`config.mk`:
```
export PLATFORM = sky130hd
export DESIGN_NAME = exp_add
export DESIGN_NICKNAME = d
export VERILOG_FILES = /design/src/rtl/exp_add_pkg.sv /design/src/rtl/exp_add_sat.sv /design/src/rtl/exp_add.sv
export SDC_FILE = /design/constraint.sdc
export NUM_CORES = 1
export LEC_CHECK = 0
export CAP_MARGIN = 25
export CORE_MARGIN = 4
export CORE_UTILIZATION = 40
export DETAILED_ROUTE_END_ITERATION = 10
export GPL_ROUTABILITY_DRIVEN = 0
export PLACE_DENSITY = 0.69
export REMOVE_ABC_BUFFERS = 1
export SETUP_SLACK_MARGIN = 0.2
export SLEW_MARGIN = 20
export SYNTH_ARGS = -nofsm -noshare
export SYNTH_HDL_FRONTEND = slang
export SYNTH_SLANG_ARGS = --single-unit
```
`constraint.sdc`:
```
create_clock -name clk -period 0.84 [get_ports clk]
set_input_delay 0.126 -clock clk [delete_from_list [all_inputs] [get_ports clk]]
set_output_delay 0.126 -clock clk [all_outputs]
set_load 0.05 [all_outputs]
```
`src/rtl/exp_add_pkg.sv`:
```
// Shared FPU exponent package: widths, bias, saturation limits and the
// exponent/sum/result types used by the exponent adder and its saturator.
package exp_add_pkg;

  localparam int EXP_W    = 8;
  localparam int EXP_BIAS = 127;

  // Biased 8-bit exponent.
  typedef logic [EXP_W-1:0] exp_t;

  // 10-bit signed intermediate sum: covers -127..383 with no wrap.
  typedef logic signed [EXP_W+1:0] sum_t;

  localparam exp_t EXP_MAX  = 8'hFF;
  localparam exp_t EXP_ZERO = 8'h00;

  // Saturated exponent plus overflow (oom) and underflow (vec) flags.
  typedef struct packed {
    exp_t out;
    logic oom;
    logic vec;
  } exp_res_t;

endpackage

```
`src/rtl/exp_add_sat.sv`:
```
// Saturation and flag logic for the biased-exponent adder. Purely
// combinational: special operands first, then overflow, then underflow.
module exp_add_sat
  import exp_add_pkg::*;
(
  input  sum_t     s,
  input  logic     spec_inf,
  input  logic     spec_zero,
  output exp_res_t res
);

  localparam sum_t SAT_HI = 10'sd255;
  localparam sum_t SAT_LO = 10'sd0;

  // Priority-ordered saturation; oom and vec are mutually exclusive by construction.
  always_comb begin
    // NOTE: every output gets a default first so no path leaves it unassigned (no latch).
    res.out = EXP_ZERO;
    res.oom = 1'b0;
    res.vec = 1'b0;
    if (spec_inf) begin
      res.out = EXP_MAX;
      res.oom = 1'b1;
    end else if (spec_zero) begin
      res.vec = 1'b1;
    end else if (s >= SAT_HI) begin
      res.out = EXP_MAX;
      res.oom = 1'b1;
    end else if (s <= SAT_LO) begin
      res.vec = 1'b1;
    end else begin
      res.out = s[EXP_W-1:0];
    end
  end

endmodule

```
`src/rtl/exp_add.sv`:
```
// Biased-exponent adder for the FPU multiplier path: out = sat(in1 + in2 - BIAS)
// with overflow (oom) and underflow (vec) flags, registered.
// Build option: define EXP_ADD_PIPE2_EN to register the raw sum and the
// special-operand bits first, giving 2-cycle latency; default is 1 cycle.
module exp_add
  import exp_add_pkg::*;
#(
  parameter int BIAS = EXP_BIAS
) (
  input  logic             clk,
  input  logic             rst_n,
  input  logic [EXP_W-1:0] in1,
  input  logic [EXP_W-1:0] in2,
  output logic [EXP_W-1:0] out,
  output logic             oom,
  output logic             vec
);

  sum_t     s_d;
  logic     inf_d;
  logic     zero_d;
  exp_res_t res_d;
  exp_res_t res_q;

  // Wide signed sum and special-operand detection from the raw inputs.
  always_comb begin
    s_d    = sum_t'({2'b00, in1}) + sum_t'({2'b00, in2}) - sum_t'(BIAS);
    inf_d  = (in1 == EXP_MAX)  || (in2 == EXP_MAX);
    zero_d = (in1 == EXP_ZERO) || (in2 == EXP_ZERO);
  end

`ifdef EXP_ADD_PIPE2_EN
  sum_t s_q;
  logic inf_q;
  logic zero_q;

  // First stage: hold the raw sum and special bits.
  always_ff @(posedge clk or negedge rst_n) begin
    if (!rst_n) begin
      s_q    <= '0;
      inf_q  <= 1'b0;
      zero_q <= 1'b0;
    end else begin
      s_q    <= s_d;
      inf_q  <= inf_d;
      zero_q <= zero_d;
    end
  end

  exp_add_sat u_sat (
    .s         (s_q),
    .spec_inf  (inf_q),
    .spec_zero (zero_q),
    .res       (res_d)
  );
`else
  exp_add_sat u_sat (
    .s         (s_d),
    .spec_inf  (inf_d),
    .spec_zero (zero_d),
    .res       (res_d)
  );
`endif

  // Output stage: saturated exponent and flags; reset clears everything in flight.
  always_ff @(posedge clk or negedge rst_n) begin
    if (!rst_n) begin
      res_q <= '0;
    end else begin
      // NOTE: non-blocking so every flop samples pre-edge values regardless of block order.
      res_q <= res_d;
    end
  end

  assign out = res_q.out;
  assign oom = res_q.oom;
  assign vec = res_q.vec;

endmodule

```
==> run metrics <==
CTS max path bufs=2; Port Buf Inserts=27; gr usage total=0.299; H-tree Lvls=1; CTS Buf Count=3; fraction of the cycle the final worst path needs=2.91; leakage power total=approximately 0.90 nW; Comb pwr share=0.726; Pint=about 2.1 mW; design area=2040 um2; Max-Cap Viols=0; Avg WL per Cell=about 26 um; main area contributors after synthesis=dfrtp_1 (26%), ha_1 (19%), nor2_1 (5.4%), inv_1 (4.6%), a21oi_1 (4.1%); Crit. End Element=flip-flop; Die Footprint=about 3300 um2; share of power burned in the clock network=0.086; detailed-route via count=roughly 1400; switching pwr=~1.8 mW; maximum vdd ir drop=0.00174 V; Root Driver=clkbuf_4; first-pass GRT wire length=roughly 7400 um; CTS tree=yes; DP Wirelength=approximately 2500 um; Die Y=57.2 um; worst path required time=slightly below 1 ns; Max FO, Critical Path=3; Core Region=2250 um2; status=finished with violations; DRT Wirelength=between 5000 and 6000 um; post-synth top area cell=dfrtp_1; synth warn=0; clock-pin transition on the worst setup and hold timing paths=approximately 0.07 ns; Period minus WS final=2.45 ns; WP data arrival=between 2 and 3 ns; gr ovfl total=0; Final Util=0.906; Fin. Hold Viols=0; Sequential Power Share=0.188; worst hold slack=approximately 0.14 ns; met2 WL=about 2500 um; vias in the first global route=1397; # setup viols final=20; Seq cells post-synth=10; total length of routed met3 wires=approximately 580 um; Placement Cell Area=approximately 1700 um2; Avg Vias per Cell=between 6 and 7; fillers=84; largest net degree at the start of global routing=11; Slew headroom=0.618; Post-DRT Antenna Nets=0; WS Path Type=primary input to flip-flop; Worst-Margin Slew=roughly 0.57 ns; initial antenna violation count=0; Hold Path Class=primary input to asynchronous set/reset pin; Slew Limit Fails=0; Initial Util=0.430; die width=between 50 and 60 um; share of layout cells above drive strength 1=0.615; Area Overhead vs Synth=111%; Num Clock Sinks=10; fmax=0.408 GHz; TritonRoute pass-1 iters=7; syn avg cell area=roughly 9 um2; drt initial violations=144; fin cells=between 200 and 250; Highest Signal Layer=met4; M1 wire length=1910 um; Ant. Diodes=0; pre-CTS setup slack=-2.32 ns; post-synth cell types=34; Final TNS setup=-16.32 ns; DRC=0; Mapped Area=slightly below 1000 um2; Final nets=roughly 220; register area share after synthesis=0.258; IO Count=28; Switching Share=0.453; failing checks=negative setup slack; synthesized instance count=109; Setup crit start=in1[1]; final worst setup slack=-1.61 ns; Final Power=approximately 3.9 mW; RSZ-0062 raised after global routing=yes; Placed Cells incl. Taps=201; crit start category=primary input; row count=17; Power Density=approximately 1900 nW/um2; top cell type's share of synthesized area=0.258
cell usage in the layout (no fill, tap or decap), drive strengths merged:
| cell type | n |
|---|---|
| and4b | 1 |
| clkbuf | 4 |
| nor2b | 1 |
| mux2 | 1 |
| xnor2 | 3 |
| clkdlybuf4s50 | 1 |
| o211ai | 1 |
| xor2 | 2 |
| nand2 | 4 |
| a21o | 1 |
| dlygate4sd2 | 8 |
| o31ai | 1 |
| buf | 60 |
| nor4 | 4 |
| nor4b | 1 |
| a211oi | 3 |
| fa | 1 |
| or4 | 1 |
| a31oi | 1 |
| ha | 15 |
| o2111a | 1 |
| o41ai | 1 |
| o21ai | 10 |
| a2111oi | 1 |
| nand4 | 5 |
| clkdlybuf4s15 | 1 |
| o221a | 1 |
| nor2 | 14 |
| and2 | 1 |
| inv | 12 |
| and3 | 1 |
| dfrtp | 10 |
| nand3 | 1 |
| a21oi | 9 |
what timing repair did:
action | CTS | global route
setup buffers | 5 | 0
hold buffers | 0 | 0
gates cloned | 1 | 0
setup endpoints to repair | 20 | 20
resized for setup | 87 | 17
pin swaps | 26 | 18
cell families (layout without fill, tap and decap cells):
| logic type | Yosys count | count (layout) | share of synthesized area |
|---|---|---|---|
| and+or+nand+nor | 34 | 34 | 0.183 |
| AOI/OAI and AO/OA | 30 | 30 | 0.236 |
| adders and majority gates | 16 | 16 | 0.214 |
| buffers and inverters | 13 | 86 | 0.0516 |
| DFF | 10 | 10 | 0.258 |
| xor gates and xnor gates | 5 | 5 | 0.0452 |
| muxes | 1 | 1 | 0.0116 |
registers in the layout (all words and copies together), names as in the netlist:
| register | flops |
|---|---|
| out | 8 |
| oom | 1 |
| vec | 1 |
cell usage after synthesis:
cell type	instances
nor4b_1	1
o2111a_1	1
a211oi_1	1
or4_4	1
o21ai_2	1
o21ai_1	2
o211ai_1	1
mux2_2	1
inv_1	12
fa_1	1
nor2_1	14
nor4_1	4
xnor2_1	3
dfrtp_1	10
nand2_1	4
ha_1	15
o21ai_0	7
nor2b_1	1
a31oi_2	1
a2111oi_0	1
clkbuf_2	1
a21oi_1	8
and4b_1	1
nand4_1	5
o221a_2	1
and2_1	1
nand3_1	1
and3_1	1
a211oi_2	2
a21o_1	1
xor2_1	2
a21oi_2	1
o31ai_1	1
o41ai_4	1
power by group through the flow:
| stage | Sequential [mW] | Clock (mW) | Combinational [mW] |
|---|---|---|---|
| after floorplan | 1.10 | 0 | 0.573 |
| after global placement | 0.716 | 0 | 2.01 |
| after detailed placement | 0.731 | 0 | 2.08 |
| after CTS | 0.722 | 0.305 | 2.44 |
| after global routing | 0.727 | 0.363 | 2.88 |
| final | 0.727 | 0.335 | 2.81 |
worst max-delay path, stage by stage:
cell and delay [ns]:
buf_8 0.10, ha_4 0.23, ha_4 0.16, fa_2 0.37
a21oi_4 0.18, o21ai_2 0.09, xor2_1 0.18, or4_4 0.46
o41ai_4 0.39, buf_4 0.21, o21ai_2 0.07
cell type report:
class | count | area, um2 | share of cell area
Sequential cell | 10 | 250 | 0.122
Tap cell | 28 | 35.0 | 0.0171
Timing Repair Buffer | 71 | 707 | 0.346
Clock buffer | 3 | 22.5 | 0.0110
Multi-Input combinational cell | 86 | 983 | 0.481
Inverter | 12 | 45.0 | 0.0220
how the worst max path moves through the flow:
stage	endpoint	slack, ns	depth (start not counted)
after global routing	out[0]	-1.61	11
after CTS	vec	-1.62	11
after floorplan	out[0]	-1.69	9
final	out[0]	-1.61	11
after global placement	out[1]	-2.15	11
after detailed placement	out[4]	-2.32	11
metal layers:
metal  up-vias  GRT usage
li1        549          -
met1       659      0.303
met2       154      0.561
met3        61     0.0724
met4         0      0.152
met5         -          0
(Power assumes the default switching activity.)
==> RTL change 1 (same settings) <==
Change the package constant `EXP_W` from 8 to 12.
--- a/src/rtl/exp_add_pkg.sv
+++ b/src/rtl/exp_add_pkg.sv
@@ -2,7 +2,7 @@
 // exponent/sum/result types used by the exponent adder and its saturator.
 package exp_add_pkg;
 
-  localparam int EXP_W    = 8;
+  localparam int EXP_W    = 12;
   localparam int EXP_BIAS = 127;
 
   // Biased 8-bit exponent.
Ports: changed (resized in1, in2 and out); port bits go from 28 to 40. No check against the original RTL was run, so the function may have changed too.
==> RTL change 1 against the unedited design <==
  * The flow still finishes with violations (negative setup slack)
  * Final cell count grew 69%
  * Synthesized cell count grew 61%
  * Sequential cell count up 4
  * Non-clock buffer count rose by 55
  * Routed wire length rose by 57%
  * Final area increased by 69%
  * Area after synthesis up 63%
  * Clock power rose by 100%
  * Critical path depth up 3
  * Total power rose by 28%
  * Worst setup slack lost 0.13 ns
==> RTL change 1: results (changes against the unedited design) <==
global_route:
  use_met3_pct: 5.40  # -1.8 points
  antenna_found_initial: 0  # unchanged
  grt_pass1_wl_um: 12000  # +63%
  grt_max_degree: 15  # +4
  grt_use_total_pct: 31.3  # +1.3 points
  gr-usage-met2_pct: 60.2  # +4.1 points
  global_route.usage.met1_pct: 32.5  # +2.1 points
  grt_pass1_vias: 2283  # +63%
cells_and_area:
  fill_cells: 105  # +25%
  drive_gt1_share_pct: 64.8  # +3.3 points
  largest_register_ffs: 12  # +4
  finalNetCount: 358  # +64%
drt:
  first_pass_iters: 5  # -2
  via_per_inst: 6.10  # -10%
  drtIter0Drc: 168  # +17%
  wirelength_um: 8670  # +57%
synth:
  netlist_top_cells_count: "inv_1, ha_1, dfrtp_1"
  synth_flop_cell: "dfrtp_1"
  synth_seq_area_share_pct: 22.2  # -3.6 points
  netlist_top_cells_area: "dfrtp_1, ha_1, inv_1"
  yosysWarningCount: 0  # unchanged
  ys_types: 44  # +29%
  synthArstFlopShare_pct: 100  # unchanged
timing:
  setup_violations: 24  # +20%
  tightest_slew_ns: 1.12  # +0.551 ns
  fin_ws_ns: -1.74  # -0.129 ns
status:
  status: "finished with violations"
  violations: "negative setup slack"
pwr:
  worst_ir_drop_vdd_v: 0.000718  # -59%
  leakagePower_nw: 1.52  # +69%
placed_design:
  io_buffers: 39  # +44%
  dp_hpwl_um: 3440  # +39%
cts:
  cts-root-buf: "clkbuf_8"
  h-tree-depth: 1  # unchanged
  numCtsBuffers: 3  # unchanged
setup_path:
  path_max_fanout: 4  # +1
  critPathSlowestCell: "a311oi_4"
  critPathArrivalTime_ns: 2.74  # +0.14 ns
  crit_path_max_incr_delay_ns: 0.43  # -0.03 ns
## RTL change 1: cell count changes in the layout (fill, tap and decap cells not counted), moves of 5 or more
cell     change
inv_1       +11
o31ai_4      +5
nand2_1      +6
buf_4       +38
nor2_1       -8
buf_6        +5
buf_12       +5
## RTL change 1: worst paths after layout
check	end	slack [ns]	cells past startpoint
max in group asynchronous	out[5]$_DFF_PN0_	0.53	2
setup / recovery	out[4]$_DFF_PN0_	-1.74	14
min in group clk	out[1]$_DFF_PN0_	0.64	6
hold / removal	oom$_DFF_PN0_	0.20	2
## RTL change 1: metrics by stage
| stage | std cells | setup TNS, ns | setup WS, ns | utilization [%] | cell area, µm² |
|---|---|---|---|---|---|
| after floorplan | 177 | -16.61 | -1.71 | - | 1590 |
| after global placement | 324 | -21.98 | -2.23 | 70.6 | 2640 |
| after detailed placement | 324 | -22.59 | -2.31 | 70.6 | 2640 |
| after CTS | 353 | -15.17 | -1.47 | 91.0 | 3410 |
| after global routing | 355 | -18.51 | -1.75 | 92.1 | 3450 |
| final | 355 | -17.86 | -1.74 | 92.1 | 3450 |
## RTL change 1: kinds of logic after synthesis
group,after synthesis,share of synthesized area (%)
compound gates,38,21.5
buf+inv,27,6.41
fa+ha+maj,24,19.5
flops,14,22.2
other cells,1,0.237
xor+xnor,7,5.07
simple gates,64,25.2
## RTL change 1: cell type report
cell class                      count  share of cell area (%)
Tap cell                           48                    1.74
Inverter                           26                    2.90
Clock buffer                        4                    1.60
Multi-Input combinational cell    137                    48.7
Timing Repair Buffer              126                    34.9
Sequential cell                    14                    10.2
## RTL change 1: timing repair
| item | in CTS | in global routing |
|---|---|---|
| pin swaps | 62 | 2 |
| setup endpoints to repair | 24 | 24 |
| gates resized for setup | 157 | 5 |
| setup buffers | 25 | 2 |
| hold buffers | 0 | 0 |
## RTL change 1: critical path: cells and delay by family
family          cells  cell delay (ns)
fa+ha+maj           3             0.61
buf+inv             4             0.62
compound gates      5             1.13
simple gates        2             0.25
## RTL change 1: layer usage
layer | part of all wire, % | up-vias
li1 | - | 902
met1 | 34 | 1002
met2 | 49 | 187
met3 | 7.9 | 75
met4 | 8.3 | 0
met5 | 0 | -
## RTL change 1: where the power goes
part	internal (mW)	total, mW	switching [mW]
combinational	1.71	3.46	1.75
clock	0.417	0.681	0.264
sequential	0.748	0.815	0.0670
==> RTL change 2 (config.mk and constraints unchanged) <==
Without the edit above. Register the output `oom`, with the module's reset; this adds one clock of latency there. The other outputs are not delayed to match. Comments in the files are not updated.
--- a/src/rtl/exp_add.sv
+++ b/src/rtl/exp_add.sv
@@ -15,6 +15,8 @@
   output logic             oom,
   output logic             vec
 );
+
+  logic oom_d;
 
   sum_t     s_d;
   logic     inf_d;
@@ -73,8 +75,16 @@
   end
 
   assign out = res_q.out;
-  assign oom = res_q.oom;
+  assign oom_d = res_q.oom;
   assign vec = res_q.vec;
+
+  always_ff @(posedge clk or negedge rst_n) begin
+    if (!rst_n) begin
+      oom <= '0;
+    end else begin
+      oom <= oom_d;
+    end
+  end
 
 endmodule
 
Behaviour: not the same (Yosys sat finds a counterexample within 4 cycles, from zero or initial values and one cycle with rst_n low).
==> RTL change 2 against the unedited design <==
  * The flow still finishes with violations (negative setup slack)
  * Area after synthesis is 2.6% higher
  * Sequential cell count is 1 higher
  * Via count is 12% lower
  * Highest routed layer unchanged
  * Final area is 1.7% lower
  * Largest cell class unchanged
  * Routed wire length is 21% lower
  * Total power is 3.6% lower
  * Fmax is 4.4% higher
  * Worst setup slack better by 0.10 ns
==> RTL change 2: results (changes against the unedited design) <==
pwr:
  leakagePower_nw: 0.884  # -1.8%
setup_path:
  crit_family: "compound AO/OA/AOI/OAI gates"
  critPathSlowestCell: "o41ai_4"
  startpoint: "in1[4]"
  critPathArrivalTime_ns: 2.56  # -0.04 ns
  endpoint: "vec$_DFF_PN0_"
drt:
  via_per_inst: 5.99  # -12%
  drtIter0Drc: 73  # -49%
status:
  status: "finished with violations"
  violations: "negative setup slack"
cells_and_area:
  final_util_pct: 87.5  # -3.1 points
  clockNetworkAreaShare_pct: 1.31  # +0.21 points
  n_clock_buffer: 4  # +1
  layout.nonclk_buf_share_pct: 34.1  # -0.54 points
  final_area_um2: 2010  # -1.7%
  drive_gt1_share_pct: 56.6  # -4.9 points
  fill_cells: 102  # +21%
timing:
  setup_violations: 20  # unchanged
  fin_ws_ns: -1.51  # +0.103 ns
synth:
  synthAdderAreaFrac_pct: 20.9  # -0.54 points
  synth_compound_area_share_pct: 23.0  # -0.59 points
  synthMuxAreaShare_pct: 1.13  # -0.029 points
  netlist_top_cells_area: "dfrtp_1, ha_1, nor2_1"
global_route:
  grt_pass1_vias: 1339  # -4.2%
placed_design:
  dp_hpwl_um: 2240  # -9.3%
cts:
  postCtsSetupBuffers: 4  # -1
## RTL change 2: per-layer routing
metal	track usage (%)	part of all wire (%)	routed length, µm
met5	0	0	0
met4	11.3	6.0	262
met3	4.23	8.1	353
met2	45.6	50	2200
met1	25.4	36	1550
## RTL change 2: power groups by stage
| stage | Clock, mW | Combinational [mW] | Sequential [mW] |
|---|---|---|---|
| final | 0.359 | 2.60 | 0.771 |
| after detailed placement | 0 | 2.03 | 0.781 |
| after global placement | 0 | 1.99 | 0.775 |
| after CTS | 0.347 | 2.35 | 0.771 |
| after global routing | 0.389 | 2.69 | 0.782 |
| after floorplan | 0 | 0.573 | 1.16 |
## RTL change 2: stage by stage
stage / std cells / setup TNS (ns)
after floorplan: 109 / -15.95
after global placement: 198 / -20.68
after detailed placement: 198 / -21.67
after CTS: 206 / -15.42
after global routing: 210 / -16.23
final: 210 / -15.42
